==> src/rtl/ifu_inst_buf.sv <==
// ifu_inst_buf: fetch-to-decode instruction FIFO honouring CU stall/flush.
// Optional macro IFU_IB_BYPASS_EN forwards pushes through an empty buffer.
`ifndef CU_BUS_WIDTH
`define CU_BUS_WIDTH 2
`endif
`ifndef CU_STALL
`define CU_STALL 0
`endif
`ifndef CU_FLUSH
`define CU_FLUSH 1
`endif
`ifndef INST_ADDR_WIDTH
`define INST_ADDR_WIDTH 32
`endif
`ifndef INST_DATA_WIDTH
`define INST_DATA_WIDTH 32
`endif

module ifu_inst_buf #(
  parameter int DEPTH = 4,
  localparam int PTR_W = $clog2(DEPTH)
) (
  input  logic                        clk,
  input  logic                        rst,
  input  logic [`CU_BUS_WIDTH-1:0]    stall_flag_i,
  input  logic                        push_valid_i,
  output logic                        push_ready_o,
  input  logic [`INST_ADDR_WIDTH-1:0] inst_addr_i,
  input  logic [`INST_DATA_WIDTH-1:0] inst_i,
  input  logic                        is_pred_branch_i,
  input  logic                        fetch_err_i,
  output logic                        inst_valid_o,
  output logic [`INST_ADDR_WIDTH-1:0] inst_addr_o,
  output logic [`INST_DATA_WIDTH-1:0] inst_o,
  output logic                        is_pred_branch_o,
  output logic                        fetch_err_o,
  output logic [PTR_W:0]              count_o,
  output logic                        empty_o,
  output logic                        full_o
);

  localparam logic [PTR_W:0] FULL_CNT = (PTR_W+1)'(DEPTH);

  logic [`INST_ADDR_WIDTH-1:0] addr_mem [DEPTH];
  logic [`INST_DATA_WIDTH-1:0] inst_mem [DEPTH];
  logic [DEPTH-1:0]            pred_mem;
  logic [DEPTH-1:0]            err_mem;

  logic [PTR_W-1:0] wr_ptr;
  logic [PTR_W-1:0] rd_ptr;
  logic [PTR_W:0]   count;

  logic flush;
  logic stall;
  logic full;
  logic empty;
  logic push;
  logic pop;
  logic wr_en;
  logic rd_en;

  assign flush = stall_flag_i[`CU_FLUSH];
  assign stall = stall_flag_i[`CU_STALL];
  assign full  = (count == FULL_CNT);
  assign empty = (count == '0);

  assign push_ready_o = ~full;
  assign count_o      = count;
  assign empty_o      = empty;
  assign full_o       = full;

  assign push = push_valid_i & push_ready_o & ~flush;
  assign pop  = inst_valid_o & ~stall & ~flush;

`ifdef IFU_IB_BYPASS_EN
  logic byp;
  assign byp   = empty & ~flush & push_valid_i;
  // a forwarded word consumed this cycle never touches storage
  assign wr_en = push & ~(byp & pop);
  assign rd_en = pop & ~byp;
`else
  assign wr_en = push;
  assign rd_en = pop;
`endif

  // head presentation; zeroed when nothing is valid
  always_comb begin
    inst_valid_o     = 1'b0;
    inst_addr_o      = '0;
    inst_o           = '0;
    is_pred_branch_o = 1'b0;
    fetch_err_o      = 1'b0;
    if (!empty) begin
      inst_valid_o     = 1'b1;
      inst_addr_o      = addr_mem[rd_ptr];
      inst_o           = inst_mem[rd_ptr];
      is_pred_branch_o = pred_mem[rd_ptr];
      fetch_err_o      = err_mem[rd_ptr];
    end
`ifdef IFU_IB_BYPASS_EN
    else if (byp) begin
      inst_valid_o     = 1'b1;
      inst_addr_o      = inst_addr_i;
      inst_o           = inst_i;
      is_pred_branch_o = is_pred_branch_i;
      fetch_err_o      = fetch_err_i;
    end
`endif
  end

  // entry storage, written at the tail
  always_ff @(posedge clk) begin
    if (wr_en) begin
      addr_mem[wr_ptr] <= inst_addr_i;
      inst_mem[wr_ptr] <= inst_i;
      pred_mem[wr_ptr] <= is_pred_branch_i;
      err_mem[wr_ptr]  <= fetch_err_i;
    end
  end

  // pointers and occupancy; flush empties the buffer
  always_ff @(posedge clk or posedge rst) begin
    if (rst) begin
      wr_ptr <= '0;
      rd_ptr <= '0;
      count  <= '0;
    end else if (flush) begin
      wr_ptr <= '0;
      rd_ptr <= '0;
      count  <= '0;
    end else begin
      if (wr_en) wr_ptr <= wr_ptr + PTR_W'(1);
      if (rd_en) rd_ptr <= rd_ptr + PTR_W'(1);
      unique case ({wr_en, rd_en})
        2'b10:   count <= count + (PTR_W+1)'(1);
        2'b01:   count <= count - (PTR_W+1)'(1);
        default: count <= count;
      endcase
    end
  end

`ifndef SYNTHESIS
  a_no_push_full: assert property (
    @(posedge clk) disable iff (rst) !(push && full));
  a_cnt_max: assert property (
    @(posedge clk) disable iff (rst) count <= FULL_CNT);
`ifdef IFU_IB_BYPASS_EN
  a_valid_empty: assert property (
    @(posedge clk) disable iff (rst)
    inst_valid_o == (~empty_o | byp));
`else
  a_valid_empty: assert property (
    @(posedge clk) disable iff (rst)
    inst_valid_o == ~empty_o);
`endif
`endif

endmodule

==> config.mk <==
export PLATFORM = sky130hd
export DESIGN_NAME = ifu_inst_buf
export DESIGN_NICKNAME = d
export VERILOG_FILES = /design/src/rtl/ifu_inst_buf.sv
export SDC_FILE = /design/constraint.sdc
export NUM_CORES = 1
export LEC_CHECK = 0
export BUFFER_PORTS_ARGS = -buffer_cell sky130_fd_sc_hd__buf_2
export CORE_MARGIN = 5
export CORE_UTILIZATION = 61
export DETAILED_ROUTE_END_ITERATION = 16
export GPL_ROUTABILITY_DRIVEN = 0
export PLACE_DENSITY = 0.9
export SLEW_MARGIN = 30
export SYNTH_ARGS = -nofsm -noshare
export SYNTH_HDL_FRONTEND = slang
export SYNTH_SLANG_ARGS = --single-unit
==> constraint.sdc <==
create_clock -name clk -period 9 [get_ports clk]
set_clock_uncertainty 0.2 [all_clocks]
set_input_delay 1.35 -clock clk [delete_from_list [all_inputs] [get_ports clk]]
set_output_delay 1.35 -clock clk [all_outputs]
set_load 0.03 [all_outputs]
==> results.sh <==
export IMPL_hold_ws_ns=0.416
export IMPL_synth_area_mm2=0.0105
export IMPL_clk_latency_ns=0.52
export IMPL_setup_tns_final_ns=0
export IMPL_fin_crit_sh=0.489
export IMPL_setup_viol=0
export IMPL_r2r_cells=7
export IMPL_use_met2=0.341
export IMPL_fp_dieW_um=141
export IMPL_start_util=0.614
export IMPL_clk_pin_slew_ns=0.06
export IMPL_tightest_slew_ns=0.677
export IMPL_netlist_instances=481
export IMPL_cts_root_buf="clkbuf_16"
export IMPL_hp_start="wr_ptr[1]$_DFFE_PP0P_"
export IMPL_io_buffers=143
export IMPL_mostFrequentLayoutCell="edfxtp_1"
export IMPL_final_antenna_net_count=0
export IMPL_cts_sinks=271
export IMPL_grt_pass1_wl_um=30600
export IMPL_cts_setup_buffers=0
export IMPL_globalRouteTotalUtil=0.199
export IMPL_grt_setup_unrepaired="false"
export IMPL_report_final_slew_viol_count=0
export IMPL_yosys_warnings=0
export IMPL_holdPathEnd="wr_ptr[1]$_DFFE_PP0P_"
export IMPL_clk_path_buf_depth=3
export IMPL_dieArea_mm2=0.0199
export IMPL_grt_util_met3=0.0377
export IMPL_routedWlPerCell_um=22.4
export IMPL_drive_gt1_frac=0.399
export IMPL_max_freq_mhz=227
export IMPL_vias=5148
export IMPL_cap_violations=0
export IMPL_synth_cell_types=34
export IMPL_grt_start_max_net_pins=70
export IMPL_place_hpwl_um=11800
export IMPL_p_leak_nw=4.27
export IMPL_yosysSeqAreaShare=0.771
export IMPL_grt_pass1_vias=5452
export IMPL_holdBufCountCts=0
export IMPL_avgSynthCellArea_um2=21.8
export IMPL_synth_seq_cells=271
export IMPL_synthFlopType="edfxtp_1"
export IMPL_fin_crit_ns=4.40
export IMPL_endpoint_kind="output port"
export IMPL_crit_buf_inv=2
export IMPL_synthArstFlopShare=0.0258
export IMPL_rows=48
export IMPL_io_pins=144
export IMPL_busiest_layer="met2"
export IMPL_crit_type="reg -> out"
export IMPL_worstSetupStartpoint="rd_ptr[0]$_DFFE_PP0P_"
export IMPL_hold_viol=0
export IMPL_cp_slowest_cell="dfrtp_4"
export IMPL_slew_limit_headroom=0.548
export IMPL_numCtsBuffers=26
export IMPL_ir_drop_uv=176
export IMPL_core_mm2=0.0171
export IMPL_use_met1=0.267
export IMPL_avgViaCountPerCell=5.86
export IMPL_r2r_end="count_o[2]$_DFFE_PP0P_"
export IMPL_cp_arrival_ns=2.85
export IMPL_r2r_slack_ns=5.94
export IMPL_path_cells="buf_6, mux4_2, and2_1, buf_2"
export IMPL_min_path_type="reg -> reg"
export IMPL_syn_to_final_growth_pct=17.4
export IMPL_final_cell_mix="264 x edfxtp_1, 143 x buf_2, 66 x mux4_2, 66 x and2_1, 27 x clkbuf_16"
export IMPL_post_cts_resized=0
export IMPL_hold_path_depth=2
export IMPL_total_power_mw=2.89
export IMPL_fin_nets=708
export IMPL_fp_dieH_um=141
export IMPL_drcViolationCount=0
export IMPL_dr_first_iter_drc_count=377
export IMPL_path_delay_family="flip-flops"
export IMPL_drt_total_wl_um=19700
export IMPL_antenna_found_initial=3
export IMPL_synth_edf_count=264
export IMPL_crit_path_start_kind="flip-flop"
export IMPL_cp_max_fo=45
export IMPL_r2r_start="count_o[0]$_DFFE_PP0P_"
export IMPL_required_ns=7.45
export IMPL_dr_pass1_iters=5
export IMPL_slowest_delay_ns=0.75
export IMPL_syn_num_nets=557
export IMPL_cts_tree="yes"
export IMPL_htree_levels=1
export IMPL_status="finished clean"
export IMPL_p_per_area_mw_per_mm2=234
export IMPL_grt_overflow_total=0
metrics by stage:
step | setup slack [ns] | instance area, um2 | utilization | cells
floorplan | 4.89 | 10500 | - | 481
global placement | 4.85 | 11400 | 0.664 | 824
detailed placement | 4.85 | 11500 | 0.669 | 828
CTS | 4.27 | 12300 | 0.719 | 876
global route | 4.37 | 12300 | 0.721 | 878
finish | 4.60 | 12300 | 0.721 | 878
flip-flops by register name, summed over array words and instances, names as in the netlist:
signal	flops
inst_mem	128
count_o	3
err_mem	4
rd_ptr	2
wr_ptr	2
pred_mem	4
addr_mem	128
per-layer routing:
layer | up-vias | wire (um)
met4 | 4 | 357
met5 | - | 27
met2 | 186 | 10500
met3 | 37 | 1240
li1 | 2246 | -
met1 | 2675 | 7500
kinds of logic after synthesis:
group / Yosys count / share of synthesized area
compound gates: 8 / 0.00536
fa+ha+maj: 5 / 0.00667
mux: 67 / 0.142
flops: 271 / 0.771
buf+inv: 32 / 0.0174
simple gates: 95 / 0.0544
xor+xnor: 3 / 0.00250
worst register-to-register path, delay by kind of cell, from the launching register on:
family          cells  cell delay [ns]
compound gates      2             0.34
fa+ha+maj           1             0.43
buf+inv             1             0.24
flops               1             0.48
simple gates        3             1.31
final cells by class:
| class | count | area (um2) |
|---|---|---|
| sequential | 271 | 8110 |
| clock buffer | 35 | 706 |
| fill | 998 | 4780 |
| multi-input combinational | 178 | 2240 |
| tap | 225 | 282 |
| clock inverter | 13 | 141 |
| inverter | 6 | 22.5 |
| timing repair buffer | 149 | 835 |
| antenna | 1 | 2.50 |
cell usage after synthesis, types with 2 or more instances:
cell type	n	area (um2)
edfxtp_1	264	7930
and2_1	70	438
mux4_2	66	1490
buf_2	9	45.0
clkbuf_1	8	30.0
dfrtp_1	7	175
inv_1	6	22.5
nor2_1	6	22.5
nand3_1	5	25.0
ha_1	4	50.1
buf_1	3	11.3
buf_4	3	22.5
nor2b_1	3	18.8
or3_1	3	18.8
a21oi_1	2	10.0
buf_12	2	40.0
nand2_1	2	7.51
xor2_1	2	17.5
worst max-delay path by stage:
stage	to	slack [ns]	cells past startpoint
floorplan	addr_mem[0][0]$_DFFE_PP_	4.89	4
global placement	inst_addr_o[3]	4.85	4
detailed placement	inst_o[2]	4.85	4
CTS	inst_o[2]	4.27	4
global route	inst_o[2]	4.37	4
finish	inst_o[2]	4.60	4
report_power, final:
part           total (mW)  switching, mW  leakage, nW  internal (mW)
Sequential           1.45         0.0217         2.49           1.43
Clock                1.07          0.433        0.409          0.636
Combinational       0.372          0.233         1.38          0.140
Total                2.89          0.687         4.27           2.20
(Power assumes the default switching activity.)
